### src/rtl/gelato_types.sv
// Shared types for the gelato core: word/address widths and the byte-wide RAM port.
// Pure declarations; no logic, no latency, no flow control.
package gelato_types;

    localparam int DATA_WIDTH             = 32;
    localparam int RAM_ADDR_WIDTH_DEFAULT = 17;

    typedef logic [DATA_WIDTH-1:0] addr_t;
    typedef logic [DATA_WIDTH-1:0] data_t;
    typedef logic [7:0]            byte_t;

endpackage

### src/rtl/gelato_ram_ctrl_if.sv
// LSU-to-RAM-controller word request bus: the requester holds req_valid until it sees resp_done.
// No latency of its own; flow control is the valid/done handshake.
interface gelato_ram_ctrl_if;
    import gelato_types::*;

    logic  req_valid;
    logic  req_write;
    addr_t req_addr;
    data_t req_wdata;
    logic  resp_done;
    data_t resp_rdata;

    modport master (
        output req_valid, req_write, req_addr, req_wdata,
        input  resp_done, resp_rdata
    );

    modport slave (
        input  req_valid, req_write, req_addr, req_wdata,
        output resp_done, resp_rdata
    );
endinterface

### src/rtl/gelato_ram_ctrl.sv
// Splits one 32-bit LSU load/store into four little-endian accesses on a byte-wide synchronous RAM.
// Latency: load done in the 9th enabled cycle after acceptance, store in the 5th.
// Backpressure: rdy=0 freezes all state and suppresses the write strobe; one request at a time.
module gelato_ram_ctrl
    import gelato_types::*;
#(
    parameter int RAM_ADDR_WIDTH = RAM_ADDR_WIDTH_DEFAULT
) (
    input  logic                      clk,
    input  logic                      rst_n,
    input  logic                      rdy,
    gelato_ram_ctrl_if.slave          lsu,
    output logic [RAM_ADDR_WIDTH-1:0] mem_a,
    output logic                      mem_wr,
    output byte_t                     mem_dout,
    input  byte_t                     mem_din
);

    typedef enum logic [2:0] {
        IDLE,
        RD_ADDR,
        RD_DATA,
        WR,
        DONE
    } state_t;

    state_t                    state;
    logic [1:0]                idx;
    logic [RAM_ADDR_WIDTH-1:0] base;
    data_t                     wdata;
    logic [23:0]               shadow;

    always_ff @(posedge clk or negedge rst_n) begin
        if (!rst_n) begin
            state          <= IDLE;
            idx            <= 2'd0;
            base           <= '0;
            wdata          <= '0;
            shadow         <= '0;
            lsu.resp_done  <= 1'b0;
            lsu.resp_rdata <= '0;
        end else if (rdy) begin
            lsu.resp_done <= 1'b0;
            case (state)
                IDLE: begin
                    if (lsu.req_valid) begin
                        base  <= {lsu.req_addr[RAM_ADDR_WIDTH-1:2], 2'b00};
                        wdata <= lsu.req_wdata;
                        idx   <= 2'd0;
                        state <= lsu.req_write ? WR : RD_ADDR;
                    end
                end
                RD_ADDR: state <= RD_DATA;
                RD_DATA: begin
                    // The top byte goes straight into the response word, so the shadow only holds three lanes.
                    case (idx)
                        2'd0:    shadow[7:0]   <= mem_din;
                        2'd1:    shadow[15:8]  <= mem_din;
                        2'd2:    shadow[23:16] <= mem_din;
                        default: shadow        <= shadow;
                    endcase
                    if (idx == 2'd3) begin
                        lsu.resp_rdata <= {mem_din, shadow};
                        lsu.resp_done  <= 1'b1;
                        state          <= DONE;
                    end else begin
                        idx   <= idx + 2'd1;
                        state <= RD_ADDR;
                    end
                end
                WR: begin
                    if (idx == 2'd3) begin
                        lsu.resp_done <= 1'b1;
                        state         <= DONE;
                    end else begin
                        idx <= idx + 2'd1;
                    end
                end
                DONE:    state <= IDLE;
                default: state <= IDLE;
            endcase
        end
    end

    // Address and data are decoded from frozen registers, so a stall holds them; only the strobe needs rdy.
    always_comb begin
        mem_a    = '0;
        mem_dout = '0;
        mem_wr   = 1'b0;
        if (state != IDLE) begin
            mem_a = base + RAM_ADDR_WIDTH'(idx);
        end
        if (state == WR) begin
            mem_dout = wdata[8*idx +: 8];
            mem_wr   = rdy;
        end
    end

endmodule

### src/flat_wrapper.sv
// flat-port wrapper written by rule: the top's interface ports become plain ports
module gelato_ram_ctrl_flat import gelato_types::*;
#(
    parameter int RAM_ADDR_WIDTH = RAM_ADDR_WIDTH_DEFAULT
)
  (clk, rst_n, rdy, mem_a, mem_wr, mem_dout, mem_din, lsu_req_valid, lsu_req_write, lsu_req_addr, lsu_req_wdata, lsu_resp_done, lsu_resp_rdata);
  gelato_ram_ctrl_if lsu_i ();
  input  logic clk;
  input  logic rst_n;
  input  logic rdy;
  output logic [RAM_ADDR_WIDTH-1:0] mem_a;
  output logic mem_wr;
  output byte_t mem_dout;
  input  byte_t mem_din;
  input wire logic [$bits(lsu_i.req_valid)-1:0] lsu_req_valid;
  input wire logic [$bits(lsu_i.req_write)-1:0] lsu_req_write;
  input wire logic [$bits(lsu_i.req_addr)-1:0] lsu_req_addr;
  input wire logic [$bits(lsu_i.req_wdata)-1:0] lsu_req_wdata;
  output wire logic [$bits(lsu_i.resp_done)-1:0] lsu_resp_done;
  output wire logic [$bits(lsu_i.resp_rdata)-1:0] lsu_resp_rdata;
  assign lsu_i.req_valid = lsu_req_valid;
  assign lsu_i.req_write = lsu_req_write;
  assign lsu_i.req_addr = lsu_req_addr;
  assign lsu_i.req_wdata = lsu_req_wdata;
  assign lsu_resp_done = lsu_i.resp_done;
  assign lsu_resp_rdata = lsu_i.resp_rdata;
  gelato_ram_ctrl #(.RAM_ADDR_WIDTH(RAM_ADDR_WIDTH)) u_core (.clk(clk), .rst_n(rst_n), .rdy(rdy), .lsu(lsu_i), .mem_a(mem_a), .mem_wr(mem_wr), .mem_dout(mem_dout), .mem_din(mem_din));
endmodule
### config.mk
export PLATFORM = sky130hd
export DESIGN_NAME = gelato_ram_ctrl_flat
export DESIGN_NICKNAME = d
export VERILOG_FILES = /design/src/rtl/gelato_types.sv /design/src/rtl/gelato_ram_ctrl_if.sv /design/src/rtl/gelato_ram_ctrl.sv /design/src/flat_wrapper.sv
export SDC_FILE = /design/constraint.sdc
export NUM_CORES = 1
export LEC_CHECK = 0
export CAP_MARGIN = 20
export CORE_MARGIN = 3
export CORE_UTILIZATION = 44
export CTS_BUF_LIST = sky130_fd_sc_hd__clkbuf_4
export DETAILED_ROUTE_END_ITERATION = 8
export PLACE_DENSITY = 0.75
export SYNTH_ARGS = -nofsm -noshare
export SYNTH_HDL_FRONTEND = slang
export SYNTH_SLANG_ARGS = --single-unit
### constraint.sdc
create_clock -name clk -period 1.5 [get_ports clk]
set_input_delay 0.15 -clock clk [delete_from_list [all_inputs] [get_ports clk]]
set_output_delay 0.15 -clock clk [all_outputs]
set_load 0.01 [all_outputs]
======== Yosys cells after proc, flatten, opt, wreduce, memory -nomap -nowiden ========
Cells that the tools add are included.
word-level totals
  flip-flop bits (word level) ............. 109
  input bits .............................. 77
  output and inout port bits .............. 59
  logic and storage cells ................. 46
cells by class
  add/sub/neg operators ................... 2
  eq/ne operators ......................... 9
  shift-type cells ........................ 1
  multiplexer cells ....................... 13
  reductions and logical operators ........ 12
operators with widths
  operator                                                                count
  32-bit by 6-bit indexed part select with 8-bit output                   1
  3-bit AND reduction                                                     6
  17-bit by 2-bit adder with 17-bit output                                1
  17-bit two-way mux                                                      1
  3-bit case mux with 4 select lines                                      1
  3-bit two-way mux                                                       3
  8-bit two-way mux                                                       1
  3-bit by 2-bit equality test with 1-bit output (second input constant)  2
  2-bit two-way mux                                                       3
  2-bit equality test (second input constant)                             2
  2-bit != test (second input constant)                                   2
  2-bit case mux with 2 select lines                                      1
  4-bit AND reduction                                                     1
  3-bit by 1-bit equality test with 1-bit output (second input constant)  1
  3-bit logical NOT                                                       1
  1-bit two-way mux                                                       3
  3-bit nonzero test                                                      1
  2-bit by 1-bit adder with 2-bit output (second input constant)          1
  2-bit by 1-bit equality test with 1-bit output (second input constant)  1
  2-bit logical NOT                                                       1
  2-bit by 1-bit != test with 1-bit output (second input constant)        1
  2-bit nonzero test                                                      1
  2-bit OR reduction                                                      1

======== Longest topological paths before layout ========
Gate-level depths: netlist of the first run.
  depth in word-level cells ............... 4
  mapped depth ............................ 6
  gate-level depth less buffers ........... 4

======== Least setup slack after synthesis of the first run ========
OpenSTA, ideal clock, no wires.
  kind .................................... flip-flop to flip-flop
  from .................................... register u_core.idx[1]
  to ...................................... register u_core.shadow[0]
  setup time .............................. 0.125 ns
  arrival time ............................ 1.550 ns
  data required time ...................... 1.375 ns
  slack ................................... -0.175 ns
  cell stages (with the launch flop) ...... 6
  buffers on the path ..................... 1
  period minus slack after synthesis ...... 1.675 ns
  cells stage by stage .................... dfrtp_1 -> clkbuf_1 -> inv_1 -> ha_1 -> nand3_1 -> mux2_2
between the ends
  longest elaborated chain between the ends .. 2
ends and longest elaborated chain
  item                           line                   RTL
  from (decl)                    gelato_ram_ctrl.sv:28  logic [1:0] idx;
  from (signal assigned)         gelato_ram_ctrl.sv:67  idx <= idx + 2'd1;
  from (signal assigned)         gelato_ram_ctrl.sv:76  idx <= idx + 2'd1;
  2-bit logical NOT              gelato_ram_ctrl.sv:56  case (idx)
  3-bit AND reduction (no line)  n/a
  to (signal assigned)           gelato_ram_ctrl.sv:57  2'd0: shadow[7:0] <= mem_din;
  to (signal assigned)           gelato_ram_ctrl.sv:60  default: shadow <= shadow;
  to (decl)                      gelato_ram_ctrl.sv:31  logic [23:0] shadow;
No other way between the ends.
A chain may end at the register's enable or synchronous reset.

======== Worst setup path after layout of the first run ========
  from .................................... register u_core.idx[0]
  to ...................................... register u_core.idx[1]
between the ends
  longest elaborated chain between the ends .. 3
  elaborated cells on any way between the ends .. 6
  those cells by class .................... add/sub: 1; eq/ne: 2; mux: 2; reduce/logical: 1
ends and longest elaborated chain
  item
  2-bit by 1-bit adder with 2-bit output or 2-bit equality test (tied branches)
  2-bit two-way mux or 2-bit != test (tied branches)
  2-bit case mux with 2 select lines or 4-bit AND reduction (tied branches)
Several ways; a longest one is shown, not always the timed one. The select of a mux whose other input is x is not followed.

==> results.py, run 1 <==
metrics = {
    "placement": {
        "placed_cell_area_um2": 6280,
        "dp_hpwl_um": 7130,
        "numPortBuffers": 118,
        "pre_cts_slack_ps": -367,
        "place_congestion": 0.767,
    },
    "die": {
        "die_h_um": 108,
        "start_util_pct": 46.2,
        "ioPinCount": 136,
        "core.rowCount": 36,
        "dieWidth_um": 108,
        "coreArea_um2": 9950,
        "die_area_um2": 11700,
    },
    "global_route": {
        "grt_pass1_wl_um": 18700,
        "grt.overflow.total": 0,
        "grt_pass1_vias": 3493,
        "antenna_found_initial": 0,
        "grt_max_degree": 64,
        "grt_use_total_pct": 21.2,
    },
    "clock_tree": {
        "numCtsBuffers": 9,
        "clock_latency_ps": 460,
        "clockBufferDepth": 2,
        "h-tree-depth": 3,
        "clk_pin_slew_worst_paths_ps": 170,
        "clock-sinks": 109,
        "cts_tree": "done",
        "root_buffer": "clkbuf_4",
    },
    "timing": {
        "max_freq_ghz": 0.507,
        "slew_headroom_pct": 77.4,
        "report.final.setup_viol": 133,
        "tightest_slew_ps": 339,
        "finalMaxSlewViolations": 0,
        "period_share_pct": 131,
        "fin_ws_ps": -472,
        "skew_ps": 27.7,
        "rsz0062_at_grt": "yes",
        "finalCriticalPeriod_ps": 1970,
        "holdWs_ps": 70.9,
        "hold_viol_final": 0,
    },
    "route": {
        "firstDrtPassIters": 4,
        "vias": 3261,
        "final_antenna_net_count": 0,
        "drt_iter0_drc": 111,
        "drc": 0,
        "wl_per_cell_um": 20.0,
        "viasPerCell": 5.13,
        "wirelength_um": 12700,
    },
    "cells_and_area": {
        "finish.utilization_pct": 73.9,
        "drive_gt1_share_pct": 54.9,
        "antenna_cells": 0,
        "area_growth_pct": 60.1,
        "final_nets": 579,
        "fin_area_um2": 7360,
        "num-fill-cells": 621,
    },
    "synth": {
        "synth_edf_count": 0,
        "syn_area_um2": 4600,
        "syn-num-nets": 376,
        "syn_area_per_cell_um2": 15.6,
        "synth_seq_area_share_pct": 59.3,
        "synth_cells": 295,
        "synth_top_area_cell": "dfrtp_1",
        "synth-async-reset-ratio_pct": 100,
        "synthMuxAreaShare_pct": 30.1,
        "yosysWarnings": 0,
        "synth_area_leaders": "dfrtp_1, mux2_2, mux4_2",
        "synth.most_common_cell": "dfrtp_1",
        "ys_seq_elements": 109,
        "synth_common_cells": "dfrtp_1, mux2_2, nor2b_1, mux2_1, mux2_4",
        "synth_xor_area_share_pct": 0,
        "synth_compound_area_share_pct": 1.55,
        "ys_types": 33,
        "synthAdderAreaFrac_pct": 1.09,
        "synth_top_area_share_pct": 59.3,
        "synth_top_flop_cell": "dfrtp_1",
        "synthSimpleGateAreaFrac_pct": 5.71,
        "synth_top_family_by_area": "multiplexers",
    },
    "power_and_ir_drop": {
        "leakagePower_nw": 3.55,
        "peakVddDrop_v": 0.000930,
        "cellPowerDensity_nw_per_um2": 1900,
    },
    "job": {
        "maxCapViolations": 0,
    },
    "setup_path": {
        "arrival_ps": 2330,
        "cp.required_ps": 1860,
        "crit_type": "reg2reg",
        "crit_path_end_kind": "register",
        "cp_max_fo": 4,
        "start_kind": "register",
    },
    "outcome": {
        "status": "finished with violations",
        "violations": "setup timing",
    },
    "min_path": {
        "hp-class": "in2async",
    },
}
[sequential cells by signal (all words and copies together) (netlist names)]
signal,flops
u_core.base,15
u_core.idx,2
u_core.lsu.resp_done,1
u_core.lsu.resp_rdata,32
u_core.shadow,24
u_core.state,3
u_core.wdata,32
[path summary, 6_finish.rpt]
path                       cells after the start  slack, ps                    to            startpoint
setup reg to reg                               9       -470         u_core.idx[1]         u_core.idx[0]
max in group asynchronous                      3        830     u_core.shadow[21]                 rst_n
min in group clk                               2        290      u_core.wdata[10]     lsu_req_wdata[10]
setup / recovery                               9       -470         u_core.idx[1]         u_core.idx[0]
hold reg to reg                                1        510  u_core.lsu.resp_done  u_core.lsu.resp_done
hold / removal                                 2         70  u_core.lsu.resp_done                 rst_n
[per-stage QoR]
step / setup TNS [ps] / total power (W) / instances
final: -40450 / 0.0140 / 636
after global placement: -30280 / 0.0106 / 576
after detailed placement: -33170 / 0.0109 / 576
after floorplan: -3130 / 0.00799 / 295
after global routing: -48110 / 0.0148 / 636
after CTS: -36360 / 0.0130 / 628
[what timing repair did]
action / in CTS / in global routing
endpoints found under the setup margin: 164 / 133
setup buffers: 27 / 11
hold endpoints to repair: 109 / 0
hold buffers: 1 / 0
gates resized for setup: 217 / 76
gates cloned: 9 / 2
pin swaps: 7 / 12
[per-layer routing]
metal / track usage [%] / up-vias / wire [µm]
met1: 26.8 / 1672 / 5250
li1: - / 1471 / -
met3: 4.96 / 14 / 628
met4: 6.04 / 0 / 166
met2: 36.4 / 104 / 6700
met5: 0 / - / 0
[power by group]
part           switching [W]  internal [W]
clock               0.000988      0.000544
sequential          0.000869       0.00435
combinational        0.00259       0.00464
[placed cells by master (no fill, tap or decap), drive strengths merged]
| cell | instances |
|---|---|
| nor4bb | 1 |
| nor2b | 24 |
| nor2 | 4 |
| nor3b | 2 |
| a22o | 1 |
| nor3 | 2 |
| a32o | 1 |
| o2bb2ai | 2 |
| buf | 111 |
| o21ai | 3 |
| nand3 | 3 |
| mux2i | 1 |
| dfrtp | 109 |
| clkdlybuf4s50 | 58 |
| or4b | 1 |
| bufinv | 1 |
| inv | 6 |
| clkbuf | 12 |
| clkinv | 4 |
| nand3b | 1 |
| a21oi | 1 |
| nand2 | 2 |
| dlygate4sd3 | 1 |
| mux2 | 103 |
| o31ai | 1 |
| and3 | 1 |
| nand2b | 1 |
| o21bai | 1 |
| ha | 4 |
| mux4 | 8 |
| dlygate4sd2 | 33 |
[critical path, stage by stage, from the launching register on]
cell	delay [ps]
dfrtp_1	440
buf_6	150
buf_6	110
buf_6	110
ha_4	160
buf_6	120
buf_6	120
nor4bb_4	350
nor2_1	100
a32o_1	230
[cell type report]
cell class	count	area (µm²)	share of cell area [%]
Sequential cell	109	2730	37.1
Multi-Input combinational cell	168	2220	30.2
Timing Repair Buffer	205	2070	28.1
Tap cell	133	166	2.26
Clock buffer	10	75.1	1.02
Clock inverter	6	71.3	0.969
Inverter	5	28.8	0.391
[cells by family (layout without fill, tap and decap cells)]
kind of cell | after synthesis | after routing
fa+ha+maj | 4 | 4
flops | 109 | 109
mux | 112 | 112
buf+inv | 18 | 226
compound gates | 10 | 10
simple gates | 42 | 42
(Power assumes the default switching activity.)
==> run 2: changes to the inputs <==
--- a/config.mk
+++ b/config.mk
@@ -5,6 +5,7 @@
 export SDC_FILE = /design/constraint.sdc
 export NUM_CORES = 1
 export LEC_CHECK = 0
+export ABC_CLOCK_PERIOD_IN_PS = 1500
 export CAP_MARGIN = 20
 export CORE_MARGIN = 3
 export CORE_UTILIZATION = 44
==> results of run 2 <==
The final DEF is identical to that of run 1; final timing and power are the same.
